`src/rtl/pixel_buffer_drain_pkg.sv`:
```
// rtl/pixel_buffer_drain_pkg.sv - shared pixel-buffer types and frame constants
package pixel_buffer_drain_pkg;

    localparam int PIXEL_ID_W = 19;
    localparam int NUM_PIXELS = 640 * 480;
    localparam int FB_ADDR_W  = 20;

    localparam logic [FB_ADDR_W-1:0] FB0_BASE = 20'h00000;
    localparam logic [FB_ADDR_W-1:0] FB1_BASE = 20'h4B000;

    typedef logic [PIXEL_ID_W-1:0] pixelID_t;

    typedef struct packed {
        logic [7:0] r;
        logic [7:0] g;
        logic [7:0] b;
    } color_t;

    typedef struct packed {
        pixelID_t pixelID;
        color_t   color;
    } pixel_buffer_entry_t;

    // Frame-buffer word layout: unused top byte, then r, g, b.
    function automatic logic [31:0] color_to_word(input color_t c);
        return {8'h00, c.r, c.g, c.b};
    endfunction

endpackage

```
`src/rtl/pixel_buffer_drain_if.sv`:
```
// rtl/pixel_buffer_drain_if.sv - shader write port and frame-buffer write handshake
interface pixel_buffer_drain_if #(
    parameter int ADDR_W = 20
);
    import pixel_buffer_drain_pkg::*;

    logic                pb_we;
    pixel_buffer_entry_t pb_data_in;
    logic                pb_full;
    logic                fb_valid;
    logic                fb_ready;
    logic [ADDR_W-1:0]   fb_addr;
    logic [31:0]         fb_data;

    // Shader and frame-buffer writer side
    modport master (
        output pb_we,
        output pb_data_in,
        output fb_ready,
        input  pb_full,
        input  fb_valid,
        input  fb_addr,
        input  fb_data
    );

    // Drain block side
    modport slave (
        input  pb_we,
        input  pb_data_in,
        input  fb_ready,
        output pb_full,
        output fb_valid,
        output fb_addr,
        output fb_data
    );

endinterface

```
`src/rtl/pixel_buffer_drain_ff_ar.sv`:
```
// rtl/pixel_buffer_drain_ff_ar.sv - enabled register with asynchronous active-high reset
module ff_ar #(
    parameter int           W       = 1,
    parameter logic [W-1:0] RST_VAL = '0
) (
    input  logic         clk,
    input  logic         rst,
    input  logic         en,
    input  logic [W-1:0] d,
    output logic [W-1:0] q
);

    // Load d when enabled; reset value applies immediately on rst
    always_ff @(posedge clk or posedge rst) begin
        if (rst) begin
            q <= RST_VAL;
        end else if (en) begin
            q <= d;
        end
    end

endmodule

```
`src/rtl/pixel_buffer_drain_pb_sync_fifo.sv`:
```
// rtl/pixel_buffer_drain_pb_sync_fifo.sv - synchronous FIFO, power-of-two depth, no bypass
module pb_sync_fifo #(
    parameter int WIDTH = 8,
    parameter int DEPTH = 16
) (
    input  logic                     clk,
    input  logic                     rst,
    input  logic                     push,
    input  logic                     pop,
    input  logic [WIDTH-1:0]         din,
    output logic [WIDTH-1:0]         dout,
    output logic [$clog2(DEPTH):0]   count,
    output logic                     full,
    output logic                     empty
);

    localparam int PTR_W = $clog2(DEPTH);
    localparam int CNT_W = PTR_W + 1;
    localparam logic [CNT_W-1:0] DEPTH_C = CNT_W'(DEPTH);

    logic [WIDTH-1:0] mem [DEPTH];
    logic [PTR_W-1:0] wr_ptr;
    logic [PTR_W-1:0] rd_ptr;
    logic [CNT_W-1:0] count_next;
    logic             push_ok;
    logic             pop_ok;

    assign full  = (count == DEPTH_C);
    assign empty = (count == '0);

    // A pop never frees a slot for a push in the same cycle while full.
    assign push_ok = push && !full;
    assign pop_ok  = pop && !empty;

    assign dout = mem[rd_ptr];

    // Occupancy tracks the net effect of this cycle's push and pop
    always_comb begin
        count_next = count;
        case ({push_ok, pop_ok})
            2'b10:   count_next = count + 1'b1;
            2'b01:   count_next = count - 1'b1;
            default: count_next = count;
        endcase
    end

    ff_ar #(.W(PTR_W)) u_wr_ptr (
        .clk (clk),
        .rst (rst),
        .en  (push_ok),
        .d   (wr_ptr + 1'b1),
        .q   (wr_ptr)
    );

    ff_ar #(.W(PTR_W)) u_rd_ptr (
        .clk (clk),
        .rst (rst),
        .en  (pop_ok),
        .d   (rd_ptr + 1'b1),
        .q   (rd_ptr)
    );

    ff_ar #(.W(CNT_W)) u_count (
        .clk (clk),
        .rst (rst),
        .en  (1'b1),
        .d   (count_next),
        .q   (count)
    );

    // Storage is not reset; the reset pointers and count make stale words unreachable
    always_ff @(posedge clk) begin
        if (push_ok) begin
            mem[wr_ptr] <= din;
        end
    end

endmodule

```
`src/rtl/pixel_buffer_drain.sv`:
```
// rtl/pixel_buffer_drain.sv - buffers shader pixels and drains them to the frame-buffer writer
// Build macro PB_DOUBLE_BUFFER_EN: alternate between FB0_BASE and FB1_BASE every frame.
module pixel_buffer_drain #(
    parameter int                DEPTH      = 16,
    parameter int                NUM_PIXELS = pixel_buffer_drain_pkg::NUM_PIXELS,
    parameter int                ADDR_W     = 20,
    parameter logic [ADDR_W-1:0] FB0_BASE   = ADDR_W'(pixel_buffer_drain_pkg::FB0_BASE),
    parameter logic [ADDR_W-1:0] FB1_BASE   = ADDR_W'(pixel_buffer_drain_pkg::FB1_BASE)
) (
    input  logic                 clk,
    input  logic                 rst,
    pixel_buffer_drain_if.slave  bus,
    output logic                 frame_done,
    output logic                 buf_sel,
    output logic                 overflow_err
);

    import pixel_buffer_drain_pkg::*;

    localparam int ENTRY_W = $bits(pixel_buffer_entry_t);
    localparam int FCNT_W  = $clog2(DEPTH) + 1;
    localparam int CNT_W   = (NUM_PIXELS > 1) ? $clog2(NUM_PIXELS) : 1;
    localparam logic [CNT_W-1:0]  LAST_PIX = CNT_W'(NUM_PIXELS - 1);
    localparam logic [FCNT_W-1:0] DEPTH_C  = FCNT_W'(DEPTH);

    logic [ENTRY_W-1:0]  head_raw;
    pixel_buffer_entry_t head;
    logic [FCNT_W-1:0]   fifo_count;
    logic                fifo_full;
    logic                fifo_empty;
    logic                push;
    logic                xfer;
    logic [CNT_W-1:0]    pix_cnt;
    logic                frame_last;
    logic [ADDR_W-1:0]   fb_base;

    assign bus.pb_full  = (fifo_count == DEPTH_C);
    assign bus.fb_valid = !fifo_empty;

    assign push = bus.pb_we && !bus.pb_full;
    assign xfer = bus.fb_valid && bus.fb_ready;

    pb_sync_fifo #(
        .WIDTH (ENTRY_W),
        .DEPTH (DEPTH)
    ) u_fifo (
        .clk   (clk),
        .rst   (rst),
        .push  (push),
        .pop   (xfer),
        .din   (bus.pb_data_in),
        .dout  (head_raw),
        .count (fifo_count),
        .full  (fifo_full),
        .empty (fifo_empty)
    );

    assign head = pixel_buffer_entry_t'(head_raw);

    // Outputs are forced to zero when idle so nothing from unwritten storage leaks out.
    assign fb_base     = buf_sel ? FB1_BASE : FB0_BASE;
    assign bus.fb_addr = bus.fb_valid ? (fb_base + ADDR_W'(head.pixelID)) : '0;
    assign bus.fb_data = bus.fb_valid ? color_to_word(head.color) : 32'h0;

    // A write attempted while full is dropped and latched as an error until reset
    always_ff @(posedge clk or posedge rst) begin
        if (rst) begin
            overflow_err <= 1'b0;
        end else if (bus.pb_we && fifo_full) begin
            overflow_err <= 1'b1;
        end
    end

    // Frame boundary is decided purely by how many words have been committed.
    assign frame_last = xfer && (pix_cnt == LAST_PIX);

    // Count committed pixels, wrapping and pulsing frame_done at the frame boundary
    always_ff @(posedge clk or posedge rst) begin
        if (rst) begin
            pix_cnt    <= '0;
            frame_done <= 1'b0;
        end else begin
            frame_done <= frame_last;
            if (frame_last) begin
                pix_cnt <= '0;
            end else if (xfer) begin
                pix_cnt <= pix_cnt + 1'b1;
            end
        end
    end

`ifdef PB_DOUBLE_BUFFER_EN
    // Switch target buffer on the same edge that completes a frame
    always_ff @(posedge clk or posedge rst) begin
        if (rst) begin
            buf_sel <= 1'b0;
        end else if (frame_last) begin
            buf_sel <= ~buf_sel;
        end
    end
`else
    assign buf_sel = 1'b0;
`endif

endmodule
```
`src/flat_wrapper.sv`:
```
// flat-port wrapper written by rule: the top's interface ports become plain ports
module pixel_buffer_drain_flat import pixel_buffer_drain_pkg::*;
#(
    parameter int                DEPTH      = 16,
    parameter int                NUM_PIXELS = pixel_buffer_drain_pkg::NUM_PIXELS,
    parameter int                ADDR_W     = 20,
    parameter logic [ADDR_W-1:0] FB0_BASE   = ADDR_W'(pixel_buffer_drain_pkg::FB0_BASE),
    parameter logic [ADDR_W-1:0] FB1_BASE   = ADDR_W'(pixel_buffer_drain_pkg::FB1_BASE)
)
  (clk, rst, frame_done, buf_sel, overflow_err, bus_pb_we, bus_pb_data_in, bus_fb_ready, bus_pb_full, bus_fb_valid, bus_fb_addr, bus_fb_data);
  pixel_buffer_drain_if #(.ADDR_W(ADDR_W)) bus_i ();
  input  logic clk;
  input  logic rst;
  output logic frame_done;
  output logic buf_sel;
  output logic overflow_err;
  input wire logic [$bits(bus_i.pb_we)-1:0] bus_pb_we;
  input wire logic [$bits(bus_i.pb_data_in)-1:0] bus_pb_data_in;
  input wire logic [$bits(bus_i.fb_ready)-1:0] bus_fb_ready;
  output wire logic [$bits(bus_i.pb_full)-1:0] bus_pb_full;
  output wire logic [$bits(bus_i.fb_valid)-1:0] bus_fb_valid;
  output wire logic [$bits(bus_i.fb_addr)-1:0] bus_fb_addr;
  output wire logic [$bits(bus_i.fb_data)-1:0] bus_fb_data;
  assign bus_i.pb_we = bus_pb_we;
  assign bus_i.pb_data_in = bus_pb_data_in;
  assign bus_i.fb_ready = bus_fb_ready;
  assign bus_pb_full = bus_i.pb_full;
  assign bus_fb_valid = bus_i.fb_valid;
  assign bus_fb_addr = bus_i.fb_addr;
  assign bus_fb_data = bus_i.fb_data;
  pixel_buffer_drain #(.DEPTH(DEPTH), .NUM_PIXELS(NUM_PIXELS), .ADDR_W(ADDR_W), .FB0_BASE(FB0_BASE), .FB1_BASE(FB1_BASE)) u_core (.clk(clk), .rst(rst), .bus(bus_i), .frame_done(frame_done), .buf_sel(buf_sel), .overflow_err(overflow_err));
endmodule
```
`config.mk`:
```
export PLATFORM = sky130hd
export DESIGN_NAME = pixel_buffer_drain_flat
export DESIGN_NICKNAME = d
export VERILOG_FILES = /design/src/rtl/pixel_buffer_drain_pkg.sv /design/src/rtl/pixel_buffer_drain_if.sv /design/src/rtl/pixel_buffer_drain_ff_ar.sv /design/src/rtl/pixel_buffer_drain_pb_sync_fifo.sv /design/src/rtl/pixel_buffer_drain.sv /design/src/flat_wrapper.sv
export SDC_FILE = /design/constraint.sdc
export NUM_CORES = 1
export LEC_CHECK = 0
export CORE_UTILIZATION = 53
export DETAILED_ROUTE_END_ITERATION = 12
export HOLD_SLACK_MARGIN = 0.1
export PLACE_DENSITY = 0.71
export SKIP_CTS_REPAIR_TIMING = 1
export SLEW_MARGIN = 20
export SYNTH_ARGS = -nofsm -noshare
export SYNTH_HDL_FRONTEND = slang
export SYNTH_SLANG_ARGS = --single-unit
```
`constraint.sdc`:
```
create_clock -name clk -period 8.3 [get_ports clk]
set_input_delay 1.245 -clock clk [delete_from_list [all_inputs] [get_ports clk]]
set_output_delay 1.245 -clock clk [all_outputs]
set_load 0.01 [all_outputs]
```
==> flow_summary.rst, run 1 <==
.. list-table::
   :header-rows: 1

   * - Metric
     - Value
   * - XOR/XNOR Fraction of Synth Area
     - 0.00627
   * - Count of yosys warnings during synthesis
     - 0
   * - Max VDD drop
     - between 0.2 and 0.3 mV
   * - Die W
     - 232 um
   * - Mapped Cells
     - between 1000 and 1500
   * - Final-report max-slew violation count
     - 0
   * - Critical R2R Launch
     - u_core.u_fifo.u_count.q[1]
   * - Commonest non-fill, non-tap cells in the layout
     - sky130_fd_sc_hd__edfxtp_1 (688), sky130_fd_sc_hd__mux4_2 (172), sky130_fd_sc_hd__clkdlybuf4s50_1 (93)
   * - Proportion of power drawn by the clock network
     - 0.279
   * - Final weighted congestion in routability-driven placement
     - 0.747
   * - Vias per inst
     - 6.09
   * - Total number of clock tree sinks
     - about 720
   * - Die height
     - between 200 and 250 um
   * - Vias in the first global route
     - between 10000 and 15000
   * - Ratio of total power to cell area
     - 339 mW/mm^2
   * - Worst-case clock skew
     - around 0.011 ns
   * - Outcome
     - finished clean
   * - Die ar.
     - between 0.05 and 0.06 mm^2
   * - Buffer type at the clock tree root
     - sky130_fd_sc_hd__clkbuf_16
   * - Placed wire-length estimate
     - 28800 um
   * - Unrepaired setup endpoints after global routing
     - no
   * - Most area-hungry cell type in the Yosys netlist
     - sky130_fd_sc_hd__edfxtp_1
   * - Headroom to the max-slew limit
     - 0.416
   * - Launch point of the critical path
     - u_core.u_fifo.u_rd_ptr.q[0]
   * - Category of the worst setup path capture point
     - output pin
   * - Total net switching power
     - roughly 3.1 mW
   * - Total global routing track utilization
     - 0.216
   * - Number of buffers on the longest clock path
     - 3
   * - Core area
     - slightly above 0.05 mm^2
   * - Starting DRC count in detailed routing
     - 1245
   * - Number of register bits inferred by synthesis
     - 722
   * - Total number of vias
     - around 13000
   * - Adder and majority cell fraction of the synthesized area
     - 0.00448
   * - Synth top area share
     - 0.739
   * - Worst-margin pin slew
     - 0.874 ns
   * - Number of nets in the layout
     - about 1400
   * - Final hold slack
     - between 0.4 and 0.5 ns
   * - Mux share of post-synthesis cell area
     - 0.170
   * - Maximum number of pins on one net before global-route repair
     - ~120
   * - Commonest non-fill, non-tap cell in the layout
     - sky130_fd_sc_hd__edfxtp_1
   * - Arrival time at the worst endpoint
     - roughly 3.8 ns
   * - Number of top-level pins
     - ~100
   * - Port bufs
     - 93
   * - Req. time, crit path
     - about 7.1 ns
   * - Area growth syn-to-layout
     - 14.1%
   * - Initial core utilization
     - 0.541
   * - Clock-pin slew on the worst setup and hold paths
     - about 0.060 ns
   * - Worst setup timing slack at the placement stage
     - ~3.7 ns
   * - Number of flops mapped to enable cells by yosys
     - between 600 and 700
   * - Drt wl/cell
     - 26.5 um
   * - Peak clock frequency supported by timing
     - about 200 MHz
   * - Power share of the combinational group
     - 0.291
   * - Proportion of layout cells with a drive suffix above 1
     - 0.224
   * - Period minus WS final
     - about 5.0 ns
   * - Sum of negative setup slack
     - 0 ns
   * - TritonCTS clock tree
     - built
   * - Critical setup path kind
     - register to output pin
   * - Number of remaining DRC errors
     - 0
   * - Post-detailed-routing wire length
     - roughly 56000 um
   * - Detailed-routing iteration count for the pre-antenna-repair pass
     - 5
   * - Ys flop type
     - sky130_fd_sc_hd__edfxtp_1
   * - Post-detailed-route count of antenna-violating nets
     - 0
   * - Share of the cycle needed by the critical path after routing
     - 0.603
   * - Site Rows
     - 83
   * - Synth area leaders
     - sky130_fd_sc_hd__edfxtp_1 (74%), sky130_fd_sc_hd__mux4_2 (14%), sky130_fd_sc_hd__mux2i_1 (3.1%), sky130_fd_sc_hd__dfrtp_1 (3.0%), sky130_fd_sc_hd__o22ai_1 (0.96%)
   * - CP startpoint kind
     - register
   * - Fraction of the mapped netlist area in compound gates
     - 0.0180
   * - Simple-gate area share of the yosys netlist
     - 0.0162
   * - Maximum capacitance violations
     - 0
   * - Path type of the worst min-delay path
     - register to register
   * - Hold Crit Start
     - u_core.overflow_err
   * - Unique masters post-synth
     - 48
   * - Leak
     - between 10 and 15 nW
   * - Finish-stage setup viols
     - 0
   * - Sw Share
     - 0.289
   * - Wire length of the first global-routing pass
     - 84400 um
   * - Smallest setup slack after layout
     - between 3 and 4 ns
   * - Number of buffers added by the clock tree synthesis step
     - 70
   * - Number of levels the H-tree was split into
     - 3
   * - Int Power
     - between 7 and 8 mW
   * - Portion of the post-synthesis area used by sequential elements
     - 0.769
   * - Antenna violations before repair
     - 3
   * - Clock Latency Late Sink
     - roughly 0.6 ns
   * - Share of async-settable or async-resettable flops after synthesis
     - 0.0471
   * - Max FO, Critical Path
     - 38
   * - Main combinational cell family by area after synthesis
     - multiplexers
   * - Sequential share of power
     - 0.430
   * - GRT overflow
     - 0
   * - Number of failing hold endpoints at the final stage
     - 0
   * - Area of the mapped netlist
     - around 0.028 mm^2
   * - Synthesized area per cell
     - approximately 22 um^2
[power by group through the flow]
stage / sequential [mW] / clock (mW) / combinational, mW
floorplan: 4.55 / 0 / 2.21
global placement: 4.71 / 0 / 3.16
detailed placement: 4.73 / 0 / 3.19
CTS: 4.66 / 3.07 / 3.21
global route: 4.69 / 3.20 / 3.36
finish: 4.65 / 3.01 / 3.14
[routing by layer]
layer	track usage	share of wire
met1	0.299	0.42
met4	0.0551	0.021
met3	0.0397	0.060
met5	0	0.00046
met2	0.359	0.50
[layout make-up]
cell class | instances | area (um^2)
Antenna cell | 1 | 2.50
Clock inverter | 36 | 277
Tap cell | 680 | 851
Fill cell | 3497 | 19800
Sequential cell | 722 | 21500
Inverter | 9 | 33.8
Timing Repair Buffer | 123 | 1170
Multi-Input combinational cell | 460 | 6150
Clock buffer | 90 | 1890
[state kept, by name (all words and copies together) (netlist names)]
name	cells
u_core.pix_cnt	19
u_core.overflow_err	1
u_core.u_fifo.u_rd_ptr.q	4
u_core.frame_done	1
u_core.u_fifo.u_wr_ptr.q	4
u_core.u_fifo.u_count.q	5
u_core.u_fifo.mem	688
[cells by family (layout without fill, tap and decap cells)]
kind of cell / Yosys count / in the layout
other: 1 / 11
adders and majority gates: 10 / 10
AOI/OAI and AO/OA: 77 / 77
buffers and inverters: 85 / 258
DFF: 722 / 722
xor gates and xnor gates: 20 / 20
and+or+nand+nor: 84 / 84
muxes: 259 / 259
[critical path: stages, from the launching register on]
cell and delay, ns:
sky130_fd_sc_hd__dfrtp_4 0.81, sky130_fd_sc_hd__buf_4 0.74, sky130_fd_sc_hd__mux4_2 0.59, sky130_fd_sc_hd__mux2i_1 0.19, sky130_fd_sc_hd__o22ai_1 0.18, sky130_fd_sc_hd__clkdlybuf4s50_1 0.57
[cells in the mapped netlist (2+ instances only)]
master                      number
sky130_fd_sc_hd__a21o_1          2
sky130_fd_sc_hd__a21oi_1         9
sky130_fd_sc_hd__and2_1          2
sky130_fd_sc_hd__and4_1          3
sky130_fd_sc_hd__buf_1           6
sky130_fd_sc_hd__buf_2          13
sky130_fd_sc_hd__buf_4          24
sky130_fd_sc_hd__buf_6           2
sky130_fd_sc_hd__clkbuf_1       31
sky130_fd_sc_hd__dfrtp_1        34
sky130_fd_sc_hd__edfxtp_1      688
sky130_fd_sc_hd__ha_1           10
sky130_fd_sc_hd__inv_1           8
sky130_fd_sc_hd__mux2i_1        86
sky130_fd_sc_hd__mux4_2        172
sky130_fd_sc_hd__nand2_1        22
sky130_fd_sc_hd__nand2b_1        6
sky130_fd_sc_hd__nand3_1         6
sky130_fd_sc_hd__nand4_1         5
sky130_fd_sc_hd__nor2_1         18
sky130_fd_sc_hd__nor3_1          7
sky130_fd_sc_hd__o2111ai_2       2
sky130_fd_sc_hd__o21ai_0         9
sky130_fd_sc_hd__o21ai_1         2
sky130_fd_sc_hd__o22ai_1        43
sky130_fd_sc_hd__o31ai_1         3
sky130_fd_sc_hd__or3_1           5
sky130_fd_sc_hd__or4_1           2
sky130_fd_sc_hd__xnor2_1        11
sky130_fd_sc_hd__xor2_1          9
[path summary, 6_finish.rpt]
kind,cells after the start,endpoint,slack (ns)
setup / recovery,5,bus_fb_data[21],3.29
hold / removal,1,u_core.overflow_err,0.46
setup reg to reg,5,u_core.u_fifo.mem[11][25],4.93
hold reg to reg,1,u_core.overflow_err,0.46
max in group asynchronous,3,u_core.u_fifo.u_rd_ptr.q[3],6.90
min in group asynchronous,3,u_core.u_fifo.u_rd_ptr.q[1],1.05
[metrics by stage]
step / total power, mW / cell area [um^2] / util / cells
5_1_grt: 11.3 / 31900 / 0.617 / 2120
3_3_place_gp: 7.88 / 29700 / 0.575 / 1994
6_report: 10.8 / 31900 / 0.617 / 2121
3_5_place_dp: 7.92 / 29700 / 0.575 / 1994
4_1_cts: 10.9 / 31900 / 0.617 / 2120
2_1_floorplan: 6.76 / 28000 / - / 1267
(Power assumes the default switching activity.)
==> run 2, diff against run 1 <==
PLACE_DENSITY = 0.74   (was 0.71)
clock period = 4.6 ns   (was 8.3 ns; I/O delays follow)
==> run 2 against run 1 <==
Effect of this change: design area is 1.1% higher; cell count is 0.85% higher; critical path depth is 1 higher; power up 83%; utilization rose by 0.66 points; combinational power rose by 87%; clock skew grew 0.0038 ns; global-route usage is 0.060 points higher; sequential share of layout area decreased by 0.71 points; largest cell class unchanged; highest routed layer is now met4.
==> flow_summary.rst, run 2 (same netlist as run 1, synthesis figures left out) <==
.. list-table::
   :header-rows: 1

   * - Metric
     - Value
   * - Max VDD drop
     - 0.506 mV (+92%)
   * - Category of the worst setup path capture point
     - output pin
   * - Headroom to the max-slew limit
     - 0.492 (+0.0764)
   * - Sum of negative setup slack
     - 0 ns (unchanged)
   * - Placed wire-length estimate
     - 30500 um (+6.0%)
   * - Post-detailed-routing wire length
     - 55900 um (-0.66%)
   * - Leak
     - 10.4 nW (+1.5%)
   * - Critical setup path kind
     - register to output pin
   * - Sequential share of power
     - 0.420 (-0.010)
   * - Final weighted congestion in routability-driven placement
     - 0.745 (-0.33%)
   * - Maximum capacitance violations
     - 0 (unchanged)
   * - Area growth syn-to-layout
     - 15.3%
   * - Outcome
     - finished clean
   * - Unrepaired setup endpoints after global routing
     - no
   * - Drt wl/cell
     - 26.1 um (-1.5%)
   * - Power share of the combinational group
     - 0.296 (+0.005)
   * - Number of failing hold endpoints at the final stage
     - 0 (unchanged)
   * - Vias in the first global route
     - 13700 (+2.4%)
   * - Vias per inst
     - 6.07 (-0.25%)
   * - Commonest non-fill, non-tap cell in the layout
     - sky130_fd_sc_hd__edfxtp_1
   * - Core area
     - 0.0517 mm^2 (unchanged)
   * - Starting DRC count in detailed routing
     - 1213 (-2.6%)
   * - Total number of clock tree sinks
     - 722 (unchanged)
   * - Int Power
     - 14.0 mW (+83%)
   * - Number of flip-flops under the largest register name
     - 688 (unchanged)
   * - TritonCTS clock tree
     - built
   * - Total number of vias
     - 13000 (+0.60%)
   * - Total met2 wirelength after detailed routing
     - 28900 um (+2.4%)
   * - Peak clock frequency supported by timing
     - between 200 and 250 MHz
   * - Launch point of the critical path
     - u_core.u_fifo.u_rd_ptr.q[1]
   * - Wire length of the first global-routing pass
     - 85100 um (+0.88%)
   * - Period minus WS final
     - 4.01 ns
   * - Clock Latency Late Sink
     - 0.61 ns (about the same)
   * - Commonest non-fill, non-tap cells in the layout
     - sky130_fd_sc_hd__edfxtp_1 (688), sky130_fd_sc_hd__mux4_2 (172), sky130_fd_sc_hd__clkdlybuf4s50_1 (93)
   * - Worst-margin pin slew
     - 0.760 ns (-0.114 ns)
   * - Total power of the final layout
     - 19.8 mW (+83%)
   * - Number of top-level pins
     - 104 (unchanged)
   * - Post-Place Cells
     - 2007 (+0.65%)
   * - Number of levels the H-tree was split into
     - 3 (unchanged)
   * - Biggest regs
     - u_core.u_fifo.mem (688), u_core.pix_cnt (19), u_core.u_fifo.u_count.q (5)
   * - CP startpoint kind
     - register
   * - Number of remaining DRC errors
     - 0 (unchanged)
   * - Worst setup timing slack at the placement stage
     - 0.930 ns (-2.80 ns)
   * - Buffer type at the clock tree root
     - sky130_fd_sc_hd__clkbuf_16
   * - Maximum number of pins on one net before global-route repair
     - 67 (-45%)
   * - Path type of the worst min-delay path
     - register to register
   * - Site Rows
     - 83 (unchanged)
   * - Initial core utilization
     - 0.541 (unchanged)
   * - Hold Crit Start
     - u_core.overflow_err
   * - GRT overflow
     - 0 (unchanged)
   * - Total placed instance area
     - 0.0300 mm^2 (+0.79%)
   * - Number of nets in the layout
     - 1458 (+1.0%)
   * - Port bufs
     - 93 (unchanged)
   * - Req. time, crit path
     - 3.91 ns (-3.14 ns)
   * - Register with the most flip-flops
     - u_core.u_fifo.mem
   * - Ratio of total power to cell area
     - 615 mW/mm^2 (+81%)
   * - Total global routing track utilization
     - 0.217 (+0.000598)
   * - Die W
     - 232 um (unchanged)
   * - Clock-pin slew on the worst setup and hold paths
     - 0.06 ns (about the same)
   * - Detailed-routing iteration count for the pre-antenna-repair pass
     - 5 (unchanged)
   * - Proportion of layout cells with a drive suffix above 1
     - 0.236 (+0.0123)
   * - Die ar.
     - 0.0537 mm^2 (unchanged)
   * - Final cell count without fillers
     - 2139 (+0.85%)
   * - Number of buffers added by the clock tree synthesis step
     - 72 (+2.9%)
   * - Max FO, Critical Path
     - 54 (+42%)
   * - Antenna violations before repair
     - 2 (-1)
   * - Proportion of power drawn by the clock network
     - 0.284 (+0.005)
   * - Die height
     - 232 um (unchanged)
   * - Share of the cycle needed by the critical path after routing
     - 0.873
   * - Post-Route Utilization
     - 0.623 (+0.00656)
   * - Sw Share
     - 0.291 (+0.00190)
   * - Final-report max-slew violation count
     - 0 (unchanged)
   * - Total net switching power
     - 5.77 mW (+85%)
   * - Finish-stage setup viols
     - 0 (unchanged)
   * - Critical R2R Launch
     - u_core.u_fifo.u_count.q[1]
   * - Top Metal Used
     - met4
   * - Smallest setup slack after layout
     - 0.586 ns (-2.71 ns)
   * - Detailed-routing wirelength on met1
     - 22400 um (-4.4%)
   * - Post-detailed-route count of antenna-violating nets
     - 0 (unchanged)
   * - Number of buffers on the longest clock path
     - 3 (unchanged)
   * - Worst-case clock skew
     - 0.0148 ns (+0.00380 ns)
   * - Arrival time at the worst endpoint
     - 3.32 ns (-0.44 ns)
   * - Final design area excluding fillers
     - 0.0322 mm^2 (+1.1%)
   * - Final hold slack
     - 0.454 ns (-0.00789 ns)
   * - WL met3
     - 3350 um (-0.21%)
==> run 2: final cells by class <==
class,count,area [um^2]
diodes,1,2.50
clock buffers,90,1890
clock inverters,41,380
fillers,3459,19500
inverters,9,33.8
multi-input cells,460,6180
flip-flops and latches,722,21500
well taps,680,851
repair buffers,136,1380
==> run 2: metal layers <==
| layer | vias to the layer above | GRT usage |
|---|---|---|
| met5 | - | 0 |
| met4 | 0 | 0.0629 |
| met3 | 85 | 0.0422 |
| met2 | 464 | 0.367 |
| met1 | 6892 | 0.288 |
| li1 | 5546 | - |
==> run 2: path summary, 6_finish.rpt <==
kind | depth (start not counted) | slack, ns | endpoint
max | 6 | 0.59 | bus_fb_addr[8]
min | 1 | 0.45 | u_core.overflow_err
max reg2reg | 10 | 1.49 | u_core.u_fifo.u_count.q[4]
min reg2reg | 1 | 0.45 | u_core.overflow_err
max in group asynchronous | 3 | 3.75 | u_core.u_fifo.u_rd_ptr.q[3]
min in group asynchronous | 3 | 0.49 | u_core.pix_cnt[5]
==> run 2: power groups by stage <==
| stage | clock network [mW] | logic, mW | registers [mW] |
|---|---|---|---|
| after floorplan | 0 | 4.00 | 8.20 |
| after global placement | 0 | 5.89 | 8.40 |
| after detailed placement | 0 | 5.95 | 8.45 |
| after CTS | 5.73 | 5.99 | 8.32 |
| after global routing | 5.97 | 6.28 | 8.39 |
| final | 5.63 | 5.87 | 8.32 |
==> run 2: worst max-delay path, stage by stage (launching register included) <==
cell and delay [ns]:
sky130_fd_sc_hd__dfrtp_4 0.62, sky130_fd_sc_hd__buf_12 0.35, sky130_fd_sc_hd__buf_4 0.36, sky130_fd_sc_hd__mux4_2 0.35, sky130_fd_sc_hd__mux2i_1 0.27, sky130_fd_sc_hd__o22ai_1 0.18, sky130_fd_sc_hd__clkdlybuf4s50_1 0.53
